[src/rtl/dec_pkg.sv]
// Shared types and encodings for the decryption select controller.
// Imported by dec_select_ctrl and dec_drain_timer.
package dec_pkg;

   typedef enum logic [1:0] {
      ST_IDLE,
      ST_LOAD,
      ST_DRAIN,
      ST_DONE
   } state_t;

   localparam logic [1:0] SEL_CAESAR  = 2'd0;
   localparam logic [1:0] SEL_SCYTALE = 2'd1;
   localparam logic [1:0] SEL_ZIGZAG  = 2'd2;
   localparam logic [1:0] SEL_NONE    = 2'd3;

   localparam logic [7:0] DEF_END_CHAR = 8'hFA;

endpackage

[src/rtl/dec_select_ctrl_if.sv]
// Command handshake between the system and the select controller.
// master issues cmd_sel/cmd_valid, slave answers with cmd_ready.
interface dec_select_ctrl_if;

   logic [1:0] cmd_sel;
   logic       cmd_valid;
   logic       cmd_ready;

   modport master (
      output cmd_sel,
      output cmd_valid,
      input  cmd_ready
   );

   modport slave (
      input  cmd_sel,
      input  cmd_valid,
      output cmd_ready
   );

endinterface

[src/rtl/dec_drain_timer.sv]
// Counts cycles spent in DRAIN; flags minimum drain time and timeout.
// Timeout compare is built only when DEC_CTRL_TIMEOUT_EN is defined.
module dec_drain_timer
   import dec_pkg::*;
#(
   parameter int MIN_DRAIN = 2,
   parameter int TIMEOUT   = 1024
) (
   input  logic clk,
   input  logic rst_n,
   input  logic run,
   output logic min_ok,
   output logic tmo
);

   localparam int MIN_LAST_I = (MIN_DRAIN > 0) ? MIN_DRAIN - 1 : 0;
   localparam logic [15:0] MIN_LAST = 16'(MIN_LAST_I);
   localparam logic [15:0] TO_LAST  = 16'(TIMEOUT - 1);

`ifdef DEC_CTRL_TIMEOUT_EN
   localparam logic TMO_EN = 1'b1;
`else
   localparam logic TMO_EN = 1'b0;
`endif

   logic [15:0] drain_cnt;

   // Cleared outside DRAIN so it starts at 0 on entry; saturates.
   always_ff @(posedge clk) begin
      if (!rst_n || !run) begin
         drain_cnt <= '0;
      end else if (drain_cnt != 16'hFFFF) begin
         drain_cnt <= drain_cnt + 16'd1;
      end
   end

   assign min_ok = run && (drain_cnt >= MIN_LAST);
   assign tmo    = TMO_EN && run && (drain_cnt == TO_LAST);

endmodule

[src/rtl/dec_select_ctrl.sv]
// Routes one message at a time to the chosen decryptor and owns the
// output mux select. Optional DRAIN timeout: DEC_CTRL_TIMEOUT_EN.
module dec_select_ctrl
   import dec_pkg::*;
#(
   parameter int                 D_WIDTH   = 8,
   parameter logic [D_WIDTH-1:0] END_CHAR  = D_WIDTH'(DEF_END_CHAR),
   parameter int                 MIN_DRAIN = 2,
   parameter int                 TIMEOUT   = 1024
) (
   input  logic               clk,
   input  logic               rst_n,
   dec_select_ctrl_if.slave   cmd,
   input  logic [D_WIDTH-1:0] data_i,
   input  logic               valid_i,
   output logic [D_WIDTH-1:0] data_o,
   output logic               valid0_o,
   output logic               valid1_o,
   output logic               valid2_o,
   input  logic               busy0_i,
   input  logic               busy1_i,
   input  logic               busy2_i,
   output logic [1:0]         select_o,
   output logic               done_o,
   output logic               err_o
);

   state_t     state;
   logic [1:0] sel_q;
   logic       ready_q;
   logic       busy_sel;
   logic       min_ok;
   logic       tmo;

   assign cmd.cmd_ready = ready_q;

   // Only the selected decryptor's busy matters.
   always_comb begin
      busy_sel = 1'b0;
      case (sel_q)
         SEL_CAESAR:  busy_sel = busy0_i;
         SEL_SCYTALE: busy_sel = busy1_i;
         SEL_ZIGZAG:  busy_sel = busy2_i;
         default:     busy_sel = 1'b0;
      endcase
   end

   dec_drain_timer #(
      .MIN_DRAIN (MIN_DRAIN),
      .TIMEOUT   (TIMEOUT)
   ) u_timer (
      .clk    (clk),
      .rst_n  (rst_n),
      .run    (state == ST_DRAIN),
      .min_ok (min_ok),
      .tmo    (tmo)
   );

   // Message sequencer with all outputs registered.
   always_ff @(posedge clk) begin
      if (!rst_n) begin
         state    <= ST_IDLE;
         sel_q    <= SEL_NONE;
         ready_q  <= 1'b1;
         data_o   <= '0;
         valid0_o <= 1'b0;
         valid1_o <= 1'b0;
         valid2_o <= 1'b0;
         select_o <= SEL_NONE;
         done_o   <= 1'b0;
         err_o    <= 1'b0;
      end else begin
         valid0_o <= 1'b0;
         valid1_o <= 1'b0;
         valid2_o <= 1'b0;
         done_o   <= 1'b0;
         err_o    <= 1'b0;
         case (state)
            ST_IDLE: begin
               if (cmd.cmd_valid) begin
                  if (cmd.cmd_sel != SEL_NONE) begin
                     sel_q    <= cmd.cmd_sel;
                     select_o <= cmd.cmd_sel;
                     ready_q  <= 1'b0;
                     state    <= ST_LOAD;
                  end else begin
                     err_o <= 1'b1;
                  end
               end
            end
            ST_LOAD: begin
               if (valid_i) begin
                  data_o <= data_i;
                  case (sel_q)
                     SEL_CAESAR:  valid0_o <= 1'b1;
                     SEL_SCYTALE: valid1_o <= 1'b1;
                     SEL_ZIGZAG:  valid2_o <= 1'b1;
                     default:     ;
                  endcase
                  if (data_i == END_CHAR) begin
                     state <= ST_DRAIN;
                  end
               end
            end
            ST_DRAIN: begin
               if (min_ok && !busy_sel) begin
                  done_o <= 1'b1;
                  state  <= ST_DONE;
               end else if (tmo && busy_sel) begin
                  err_o    <= 1'b1;
                  select_o <= SEL_NONE;
                  ready_q  <= 1'b1;
                  state    <= ST_IDLE;
               end
            end
            ST_DONE: begin
               select_o <= SEL_NONE;
               ready_q  <= 1'b1;
               state    <= ST_IDLE;
            end
            default: begin
               select_o <= SEL_NONE;
               ready_q  <= 1'b1;
               state    <= ST_IDLE;
            end
         endcase
      end
   end

endmodule

[src/flat_wrapper.sv]
// flat-port wrapper written by rule: the top's interface ports become plain ports
module dec_select_ctrl_flat import dec_pkg::*;
#(
   parameter int                 D_WIDTH   = 8,
   parameter logic [D_WIDTH-1:0] END_CHAR  = D_WIDTH'(DEF_END_CHAR),
   parameter int                 MIN_DRAIN = 2,
   parameter int                 TIMEOUT   = 1024
)
  (clk, rst_n, data_i, valid_i, data_o, valid0_o, valid1_o, valid2_o, busy0_i, busy1_i, busy2_i, select_o, done_o, err_o, cmd_cmd_sel, cmd_cmd_valid, cmd_cmd_ready);
  dec_select_ctrl_if cmd_i ();
  input  logic clk;
  input  logic rst_n;
  input  logic [D_WIDTH-1:0] data_i;
  input  logic valid_i;
  output logic [D_WIDTH-1:0] data_o;
  output logic valid0_o;
  output logic valid1_o;
  output logic valid2_o;
  input  logic busy0_i;
  input  logic busy1_i;
  input  logic busy2_i;
  output logic [1:0] select_o;
  output logic done_o;
  output logic err_o;
  input wire logic [$bits(cmd_i.cmd_sel)-1:0] cmd_cmd_sel;
  input wire logic [$bits(cmd_i.cmd_valid)-1:0] cmd_cmd_valid;
  output wire logic [$bits(cmd_i.cmd_ready)-1:0] cmd_cmd_ready;
  assign cmd_i.cmd_sel = cmd_cmd_sel;
  assign cmd_i.cmd_valid = cmd_cmd_valid;
  assign cmd_cmd_ready = cmd_i.cmd_ready;
  dec_select_ctrl #(.D_WIDTH(D_WIDTH), .END_CHAR(END_CHAR), .MIN_DRAIN(MIN_DRAIN), .TIMEOUT(TIMEOUT)) u_core (.clk(clk), .rst_n(rst_n), .cmd(cmd_i), .data_i(data_i), .valid_i(valid_i), .data_o(data_o), .valid0_o(valid0_o), .valid1_o(valid1_o), .valid2_o(valid2_o), .busy0_i(busy0_i), .busy1_i(busy1_i), .busy2_i(busy2_i), .select_o(select_o), .done_o(done_o), .err_o(err_o));
endmodule
[config.mk]
export PLATFORM = sky130hd
export DESIGN_NAME = dec_select_ctrl_flat
export DESIGN_NICKNAME = d
export VERILOG_FILES = /design/src/rtl/dec_pkg.sv /design/src/rtl/dec_select_ctrl_if.sv /design/src/rtl/dec_drain_timer.sv /design/src/rtl/dec_select_ctrl.sv /design/src/flat_wrapper.sv
export SDC_FILE = /design/constraint.sdc
export NUM_CORES = 1
export LEC_CHECK = 0
export ABC_AREA = 1
export BUFFER_PORTS_ARGS = -buffer_cell sky130_fd_sc_hd__buf_4
export CAP_MARGIN = 30
export CORE_MARGIN = 8
export CORE_UTILIZATION = 54
export CTS_CLUSTER_SIZE = 28
export DETAILED_ROUTE_END_ITERATION = 10
export GPL_TIMING_DRIVEN = 0
export HOLD_SLACK_MARGIN = 0.06
export PLACE_DENSITY = 0.79
export SYNTH_ARGS = -nofsm -noshare
export SYNTH_HDL_FRONTEND = slang
export SYNTH_SLANG_ARGS = --single-unit
[constraint.sdc]
create_clock -name clk -period 1.85 [get_ports clk]
set_input_delay 0.185 -clock clk [delete_from_list [all_inputs] [get_ports clk]]
set_output_delay 0.185 -clock clk [all_outputs]
set_load 0.03 [all_outputs]
[Word-level counts from Yosys, hierarchy flattened]
Index checks and enable logic that the tools add are counted.
W data, S select, Z words.
Word-level totals
  flip-flop bits (word level): 36
  input bits: 17
  output and inout bits: 16
  logic and storage cells: 60
Cells by class
  add/sub/neg operators: 1
  $lt $le $gt $ge: 1
  eq/ne operators: 13
  muxes and demuxes: 18
  reductions and logical operators: 16
Operators by type and width (count)
  $add A16 B1 Y16 const B: 1
  $ge A16 B1 Y1 const B: 1
  $ne A16 B16 Y1 const B: 1
  $mux W2: 7
  $reduce_and A3 Y1: 4
  $eq A8 B8 Y1 const B: 1
  $pmux W2 S4: 1
  $mux W1: 7
  $eq A2 B2 Y1 const B: 3
  $ne A2 B1 Y1 const B: 3
  $ne A2 B2 Y1 const B: 3
  $reduce_and A5 Y1: 1
  $eq A2 B1 Y1 const B: 2
  $logic_not A2 Y1: 2
  $pmux W2 S2: 1
  $reduce_and A2 Y1: 2
  $logic_not A1 Y1: 3
  $pmux W1 S3: 1
  $logic_and A1 B1 Y1: 2
  $pmux W1 S2: 1
  $reduce_bool A2 Y1: 1
  $logic_or A1 B1 Y1: 1

[Depth between registers and ports, before layout]
Gate-level depths: netlist (run 1).
  depth in word-level cells: 6
  gate-level depth with buffers: 12
  mapped depth without buffers: 12

[Cells and area by module]
A second synthesis (run 1) with hierarchy kept.
Second synthesis, totals
  cell total of the unflattened synthesis: 274
  area, all modules: 1915.6 µm²
Modules (own cells, without submodules)
  dec_drain_timer: instances 1, cells each 157, area an instance 1019.7 µm², sequential area each 320.3 µm²
  dec_select_ctrl: instances 1, cells each 117, area an instance 895.9 µm², sequential area each 400.4 µm²

[Worst setup path before layout (run 1)]
No wires, ideal clock.
  path kind: register to register
  start: register u_core.u_timer.drain_cnt[0]
  end: register u_core.u_timer.drain_cnt[9]
  setup time: 110 ps
  data arrival time: 1298 ps
  data required time: 1740 ps
  setup slack: 441 ps
  stages on the path, launching flop included: 11
  path buffers: 0
  period minus slack after synthesis: 1409 ps
  cells stage by stage: dfxtp_1 -> ha_1 -> nand3_2 -> nor2_4 -> nand2_2 -> nor2_4 -> nand2_2 -> nand2_1 -> nand2_1 -> nand3_1 -> inv_1
Between the ends
  cells in the longest elaborated chain, start to end: 1
  elaborated cells between the ends (all ways): 2
  classes of those cells: 1 x add/sub; 1 x eq/ne
RTL lines
  from (decl): RTL line dec_drain_timer.sv:26  | logic [15:0] drain_cnt;
  from (signal assigned): RTL line dec_drain_timer.sv:33  | drain_cnt <= drain_cnt + 16'd1;
  $add A16 B1 Y16 or $ne A16 B16 Y1 (tied branches): RTL line dec_drain_timer.sv:33, dec_drain_timer.sv:32
Several ways; a longest one is shown, not always the timed one.
A chain may end at the register's enable or synchronous reset.

[Final worst setup path (run 1)]
Same ends and word-level chain as after synthesis.

==> impl_metrics.env, run 1 <==
export IMPL_drive_above_1_share_pct=20.21
export IMPL_netlist_area_sq_um=1782
export IMPL_rsz0062_at_grt="false"
export IMPL_root_buffer="clkbuf_4"
export IMPL_p_per_area_nw_per_um2=927.9
export IMPL_start_kind="flop"
export IMPL_cts_hold_buf=2
export IMPL_hold_class="in2reg"
export IMPL_place_hpwl_microns=2887
export IMPL_wirelength_microns=3702
export IMPL_place_area_sq_um=2079
export IMPL_crit_required_ps=2090
export IMPL_syn2layout_area_growth_pct=20.65
export IMPL_synth_edff_count=0
export IMPL_met1_usage_pct=16.60
export IMPL_leakagePower_nw=0.9935
export IMPL_via_per_inst=4.834
export IMPL_grt_max_degree=12
export IMPL_nFillCells=320
export IMPL_whs_path_depth=3
export IMPL_top_usage_layer="met2"
export IMPL_wl_per_cell_microns=10.95
export IMPL_ys_seq_elements=36
export IMPL_critPathSlowestCell="dfxtp_1"
export IMPL_yosys_area_top_type="dfxtp_1"
export IMPL_htreeDepth=2
export IMPL_pin_count=33
export IMPL_cpLargestDelayFamily="simple AND/OR/NAND/NOR gates"
export IMPL_regArea_sq_um=720.7
export IMPL_critPathLaunch="u_core.u_timer.drain_cnt[0]$_SDFFE_PN0P_"
export IMPL_regToRegSetupSlack_ps=190
export IMPL_cts_resized=0
export IMPL_start_util_pct=54.69
export IMPL_post_cts_buffers=0
export IMPL_antenna_found_initial=0
export IMPL_port_buffers=32
export IMPL_post_route_period_util_pct=89.64
export IMPL_irDropWorstVdd_v=0.0006271
export IMPL_drt_iter0_drc=69
export IMPL_cts_sinks=36
export IMPL_grt_pass1_wl_microns=6575
export IMPL_die_h_microns=73.44
export IMPL_cts_tree="done"
export IMPL_first_pass_iters=4
export IMPL_worst_path_stages=10
export IMPL_regToRegEndpoint="u_core.u_timer.drain_cnt[9]$_SDFFE_PN0P_"
export IMPL_clock_latency_ps=340
export IMPL_num_nets_final=316
export IMPL_setup_violations=0
export IMPL_grt_util_met3_pct=4.502
export IMPL_vias=1634
export IMPL_cts_inserted_buffers=5
export IMPL_final_common_cell="nand2_1"
export IMPL_drc=0
export IMPL_worst_slew_pin_slew_ps=374.0
export IMPL_synth_nets=275
export IMPL_worstSetupEndpoint="u_core.u_timer.drain_cnt[9]$_SDFFE_PN0P_"
export IMPL_relSlewSlack_pct=75.06
export IMPL_async_reset_ff_share_pct=0
export IMPL_multiInputGateArea_sq_um=933.4
export IMPL_skew_ps=6.600
export IMPL_yosysUniqueCellTypes=26
export IMPL_core_sq_um=3258
export IMPL_run_status="finished, final reports clean"
export IMPL_p_total_mw=1.995
export IMPL_critPathKind="reg2reg"
export IMPL_antenna_left=0
export IMPL_fp_dieW_microns=73.44
export IMPL_path_max_fanout=8
export IMPL_synth_area_top_cells="dfxtp_1, nand2_1, nor2_1"
export IMPL_cts_buffer_depth=2
export IMPL_reg2reg_from="u_core.u_timer.drain_cnt[0]$_SDFFE_PN0P_"
export IMPL_synthCells=251
export IMPL_slowest_delay_ps=450
export IMPL_synth_area_per_cell_sq_um=7.098
export IMPL_timing_hold_ws_ps=107.6
export IMPL_rows=21
export IMPL_dominantRegCellSynth="dfxtp_1"
export IMPL_finalSetupTns_ps=0
export IMPL_die_area_sq_um=5393
export IMPL_worstPathCellList="ha_1 -> nand3_2 -> nor2_4 -> nand2_2 -> nor2_4 -> nand2_2 -> nand2_1 -> nand2_1 -> nand3_1 -> inv_1"
export IMPL_ys_warn_count=0
export IMPL_finalCriticalPeriod_ps=1658
export IMPL_yosysSeqAreaShare_pct=40.45
export IMPL_hold_viol_final=0
export IMPL_insertedDiodeCount=0
export IMPL_final_area_sq_um=2150
export IMPL_grt_usage_pct=15.24
export IMPL_grt_overflow_total=0
export IMPL_drv_cap=0
export IMPL_reg2regPathDepth=10
export IMPL_end_kind="flop"
export IMPL_synth_top_area_share_pct=40.45
export IMPL_finalMaxSlewViolations=0
export IMPL_grt_pass1_vias=1629
export IMPL_mostFrequentLayoutCells="nand2_1, nor2_1, dfxtp_1, buf_4, inv_1"
export IMPL_crit_buf_inv=1
export IMPL_fmax_mhz=603.0
export IMPL_use_met2_pct=26.48
export IMPL_crit_arrival_ps=1900
export IMPL_clkTransAtPathRegs_ps=100
export IMPL_place_gp_congestion=0.8433
==> how the worst min path moves through the flow <==
| stage | from | end | slack (ps) |
|---|---|---|---|
| after floorplan | cmd_cmd_sel[0] | u_core.select_o[0]$_SDFFE_PN1P_ | 300 |
| after global placement | cmd_cmd_sel[0] | u_core.select_o[0]$_SDFFE_PN1P_ | 420 |
| after detailed placement | cmd_cmd_sel[1] | u_core.select_o[1]$_SDFFE_PN1P_ | 420 |
| after CTS | data_i[3] | u_core.data_o[3]$_SDFFE_PN0P_ | 100 |
| after global routing | cmd_cmd_valid | u_core.err_o$_SDFF_PN0_ | 100 |
| final | data_i[3] | u_core.data_o[3]$_SDFFE_PN0P_ | 110 |
==> synth_stat cells, types with 5 or more instances <==
cell type and number:
dfxtp_1 36, o21ai_0 12, ha_1 7, nor3_1 5, inv_1 28, nand2_2 5, o21ai_1 5, nand2_1 51
nand3_1 13, a21oi_1 8, nor2_1 50
==> area by class of cell <==
cell class	count	share of cell area (%)
Buffer	1	0.1746
Clock buffer	5	1.746
Clock inverter	2	0.5821
Inverter	33	5.763
Multi-Input combinational cell	181	43.42
Sequential cell	36	33.53
Tap cell	46	2.678
Timing Repair Buffer	34	12.11
==> worst reg2reg max path, stage by stage (launching register included) <==
cell,delay (ps)
dfxtp_1,450
ha_1,250
nand3_2,140
nor2_4,140
nand2_2,110
nor2_4,110
nand2_2,120
nand2_1,80
nand2_1,50
nand3_1,70
inv_1,40
==> per-layer routing <==
layer	vias to the layer above	wire length, microns
met4	0	67
met1	726	1630
li1	872	-
met3	8	171
met2	28	1833
met5	-	0
==> cell families after synthesis <==
kind of cell	Yosys count	share of synthesized area (%)
adder cells (fa/ha/maj)	7	4.916
AND/OR/NAND/NOR	138	35.74
flip-flops	36	40.45
AO/OA/AOI/OAI	31	9.269
buffers and inverters	34	7.162
XOR/XNOR	5	2.458
==> state kept, by name (all words and copies together), names as in the netlist <==
name and flops:
u_core.valid1_o 1, u_core.data_o 8, u_core.state 2, u_core.select_o 2
u_core.valid2_o 1, u_core.err_o 1, u_core.u_timer.drain_cnt 16, u_core.done_o 1
u_core.valid0_o 1, u_core.sel_q 2, u_core.cmd.cmd_ready 1
==> per-stage QoR <==
stage / setup slack, ps / instances / utilization [%]
4_1_cts: 183.3 / 338 / 65.98
6_report: 191.7 / 338 / 65.98
5_1_grt: 64.26 / 338 / 65.98
3_5_place_dp: 205.5 / 329 / 63.82
2_1_floorplan: 441.3 / 251 / -
3_3_place_gp: 279.7 / 329 / 63.82
==> where the power goes <==
| group | leakage, nW | switching (mW) | internal [mW] |
|---|---|---|---|
| logic | 0.674 | 0.420 | 0.248 |
| registers | 0.292 | 0.0692 | 0.864 |
| clock network | 0.0271 | 0.255 | 0.138 |
Note: power is estimated with default switching activity, not from simulation.
==> inputs of run 2 (changes only) <==
--- a/config.mk
+++ b/config.mk
@@ -8,13 +8,12 @@
 export ABC_AREA = 1
 export BUFFER_PORTS_ARGS = -buffer_cell sky130_fd_sc_hd__buf_4
 export CAP_MARGIN = 30
-export CORE_MARGIN = 8
 export CORE_UTILIZATION = 54
-export CTS_CLUSTER_SIZE = 28
 export DETAILED_ROUTE_END_ITERATION = 10
 export GPL_TIMING_DRIVEN = 0
 export HOLD_SLACK_MARGIN = 0.06
 export PLACE_DENSITY = 0.79
+export SETUP_SLACK_MARGIN = 0.5
 export SYNTH_ARGS = -nofsm -noshare
 export SYNTH_HDL_FRONTEND = slang
 export SYNTH_SLANG_ARGS = --single-unit
==> run 2 against run 1 <==
Effect of this change: first-iteration DRC count grew 26%; worst setup slack better by 190 ps; flip-flop and latch count did not move; sequential share of layout area fell by 2.5 points; routed wire length is 11% higher; clock power rose by 12%; final area increased by 10%; critical path depth unchanged; count of clock-buffer cells in the layout rose by 3; register-to-register slack gained 190 ps; clock skew up 1.3 ps; global-route usage is 9.7 points higher.
==> impl_metrics.env, run 2 (synthesized netlist as in run 1, its figures left out) <==
export IMPL_run_status="finished, final reports clean"
export IMPL_end_kind="flop"
export IMPL_rows=20
export IMPL_reg2regPathDepth=10
export IMPL_first_pass_iters=4
export IMPL_nFillCells=254
export IMPL_p_per_area_nw_per_um2=907.2
export IMPL_whs_endpoint="u_core.select_o[1]$_SDFFE_PN1P_"
export IMPL_via_per_inst=5.020
export IMPL_vias=1732
export IMPL_grt_pass1_wl_microns=6444
export IMPL_setup_violations=0
export IMPL_mostFrequentLayoutCells="nor2_1, nand2_1, buf_4, dfxtp_1, inv_1"
export IMPL_switching_power_mw=0.8027
export IMPL_clock_latency_ps=340
export IMPL_antenna_found_initial=0
export IMPL_grt_usage_pct=24.90
export IMPL_irDropWorstVdd_v=0.0006526
export IMPL_comb_power_share_pct=36.0
export IMPL_drc=0
export IMPL_regArea_sq_um=734.5
export IMPL_largest_reg_flops=16
export IMPL_pin_count=33
export IMPL_grt_overflow_total=0
export IMPL_fin_ws_ps=379.3
export IMPL_antenna_left=0
export IMPL_grt_max_degree=11
export IMPL_leakagePower_nw=1.100
export IMPL_hold_class="in2reg"
export IMPL_worst_slew_pin_slew_ps=388.3
export IMPL_regToRegEndpoint="u_core.state[1]$_SDFFE_PN0P_"
export IMPL_num_nets_final=324
export IMPL_port_buffers=32
export IMPL_fp_dieW_microns=59.44
export IMPL_start_kind="flop"
export IMPL_critPathKind="reg2reg"
export IMPL_start_util_pct=57.42
export IMPL_whs_path_depth=3
export IMPL_cts_buffer_depth=2
export IMPL_htreeDepth=2
export IMPL_core_sq_um=3103
export IMPL_cts_inserted_buffers=5
export IMPL_cts_tree="done"
export IMPL_finalMaxSlewViolations=0
export IMPL_wl_per_cell_microns=11.86
export IMPL_reg2reg_from="u_core.u_timer.drain_cnt[1]$_SDFFE_PN0P_"
export IMPL_post_route_period_util_pct=79.50
export IMPL_place_gp_congestion=0.8129
export IMPL_clkPwrFrac_pct=20.5
export IMPL_die_h_microns=59.44
export IMPL_crit_required_ps=2090
export IMPL_final_common_cell="nor2_1"
export IMPL_dpl_worst_slack_ps=335.3
export IMPL_top_register="u_core.u_timer.drain_cnt"
export IMPL_syn2layout_area_growth_pct=32.72
export IMPL_rsz0062_at_grt="true"
export IMPL_fmax_mhz=679.9
export IMPL_crit_arrival_ps=1720
export IMPL_drive_above_1_share_pct=33.55
export IMPL_cts_sinks=36
export IMPL_drv_cap=0
export IMPL_cts_hold_buf=0
export IMPL_clkTransAtPathRegs_ps=110
export IMPL_drt_iter0_drc=87
export IMPL_reg_top3="u_core.u_timer.drain_cnt (16), u_core.data_o (8)"
export IMPL_power_share_sequential_pct=43.5
export IMPL_min_from="cmd_cmd_sel[1]"
export IMPL_insertedDiodeCount=0
export IMPL_hold_viol_final=0
export IMPL_multiInputGateArea_sq_um=1054
export IMPL_skew_ps=7.915
export IMPL_sw_frac_of_total_pct=37.41
export IMPL_path_max_fanout=4
export IMPL_root_buffer="clkbuf_4"
export IMPL_regToRegSetupSlack_ps=380
export IMPL_relSlewSlack_pct=74.11
export IMPL_finalCriticalPeriod_ps=1471
export IMPL_grt_pass1_vias=1552
export IMPL_die_area_sq_um=3533
export IMPL_wirelength_microns=4093
export IMPL_finalSetupTns_ps=0
export IMPL_intPower_mw=1.343
export IMPL_place_hpwl_microns=2760
## run 2: cell types whose count changed in the layout (fill, tap and decap cells not counted), sizes merged
cell         delta
clkinv          -1
buf            +10
dlygate4sd3     -2
clkinvlp        -1
clkbuf          +3
## run 2: what timing repair did
action,CTS,global route
resized for setup,19,26
setup endpoints to repair,32,34
pin swaps,5,11
buffers inserted,7,3
## run 2: how the worst max path moves through the flow
stage	from	end	slack, ps	cells after the start
after detailed placement	u_core.state[1]$_SDFFE_PN0P_	u_core.valid1_o$_SDFF_PN0_	340	6
after global placement	u_core.state[1]$_SDFFE_PN0P_	u_core.valid2_o$_SDFF_PN0_	330	6
after global routing	u_core.u_timer.drain_cnt[1]$_SDFFE_PN0P_	u_core.state[1]$_SDFFE_PN0P_	280	10
final	u_core.u_timer.drain_cnt[1]$_SDFFE_PN0P_	u_core.state[1]$_SDFFE_PN0P_	380	10
after floorplan	u_core.u_timer.drain_cnt[0]$_SDFFE_PN0P_	u_core.u_timer.drain_cnt[9]$_SDFFE_PN0P_	510	10
after CTS	u_core.u_timer.drain_cnt[0]$_SDFFE_PN0P_	u_core.u_timer.drain_cnt[9]$_SDFFE_PN0P_	440	10
## run 2: cell type report
cell class,count,area share [%]
multi-input cells,181,44.55
flip-flops and latches,36,31.06
repair buffers,42,13.65
inverters,33,5.767
clock buffers,8,2.487
well taps,44,2.328
plain buffers,1,0.1587
## run 2: metal layers
metal	routed length [microns]	GRT usage (%)	vias up	part of all wire [%]
li1	-	-	893	-
met1	1925	30.96	797	47
met2	1942	39.65	36	47
met3	155	6.550	6	3.8
met4	70	12.24	0	1.7
met5	0	0	-	0
## run 2: power by group through the flow
| stage | logic [mW] | clock network [mW] | registers [mW] |
|---|---|---|---|
| global route | 0.858 | 0.494 | 0.949 |
| detailed placement | 0.669 | 0 | 0.949 |
| floorplan | 0.367 | 0 | 1.04 |
| CTS | 0.708 | 0.450 | 0.933 |
| global placement | 0.661 | 0 | 0.945 |
| finish | 0.772 | 0.439 | 0.934 |
## run 2: worst max-delay path, stage by stage (launching register included)
cell and delay (ps):
dfxtp_4 400, inv_4 40, ha_2 170, nor2_2 90, nand2_1 80, nor2_1 130, nand2_1 100, a21oi_2 160
nor2_2 60, nor2_1 100, nor2_1 40
## run 2: per-stage QoR
step,total power [mW],hold slack [ps],instance area [sq um],cells,utilization [%]
2_1_floorplan,1.412,298.2,1809,251,-
3_3_place_gp,1.606,413.3,2105,327,67.82
3_5_place_dp,1.619,425.9,2105,327,67.82
4_1_cts,2.090,62.30,2265,342,72.98
5_1_grt,2.302,63.85,2365,345,76.21
6_report,2.145,73.11,2365,345,76.21
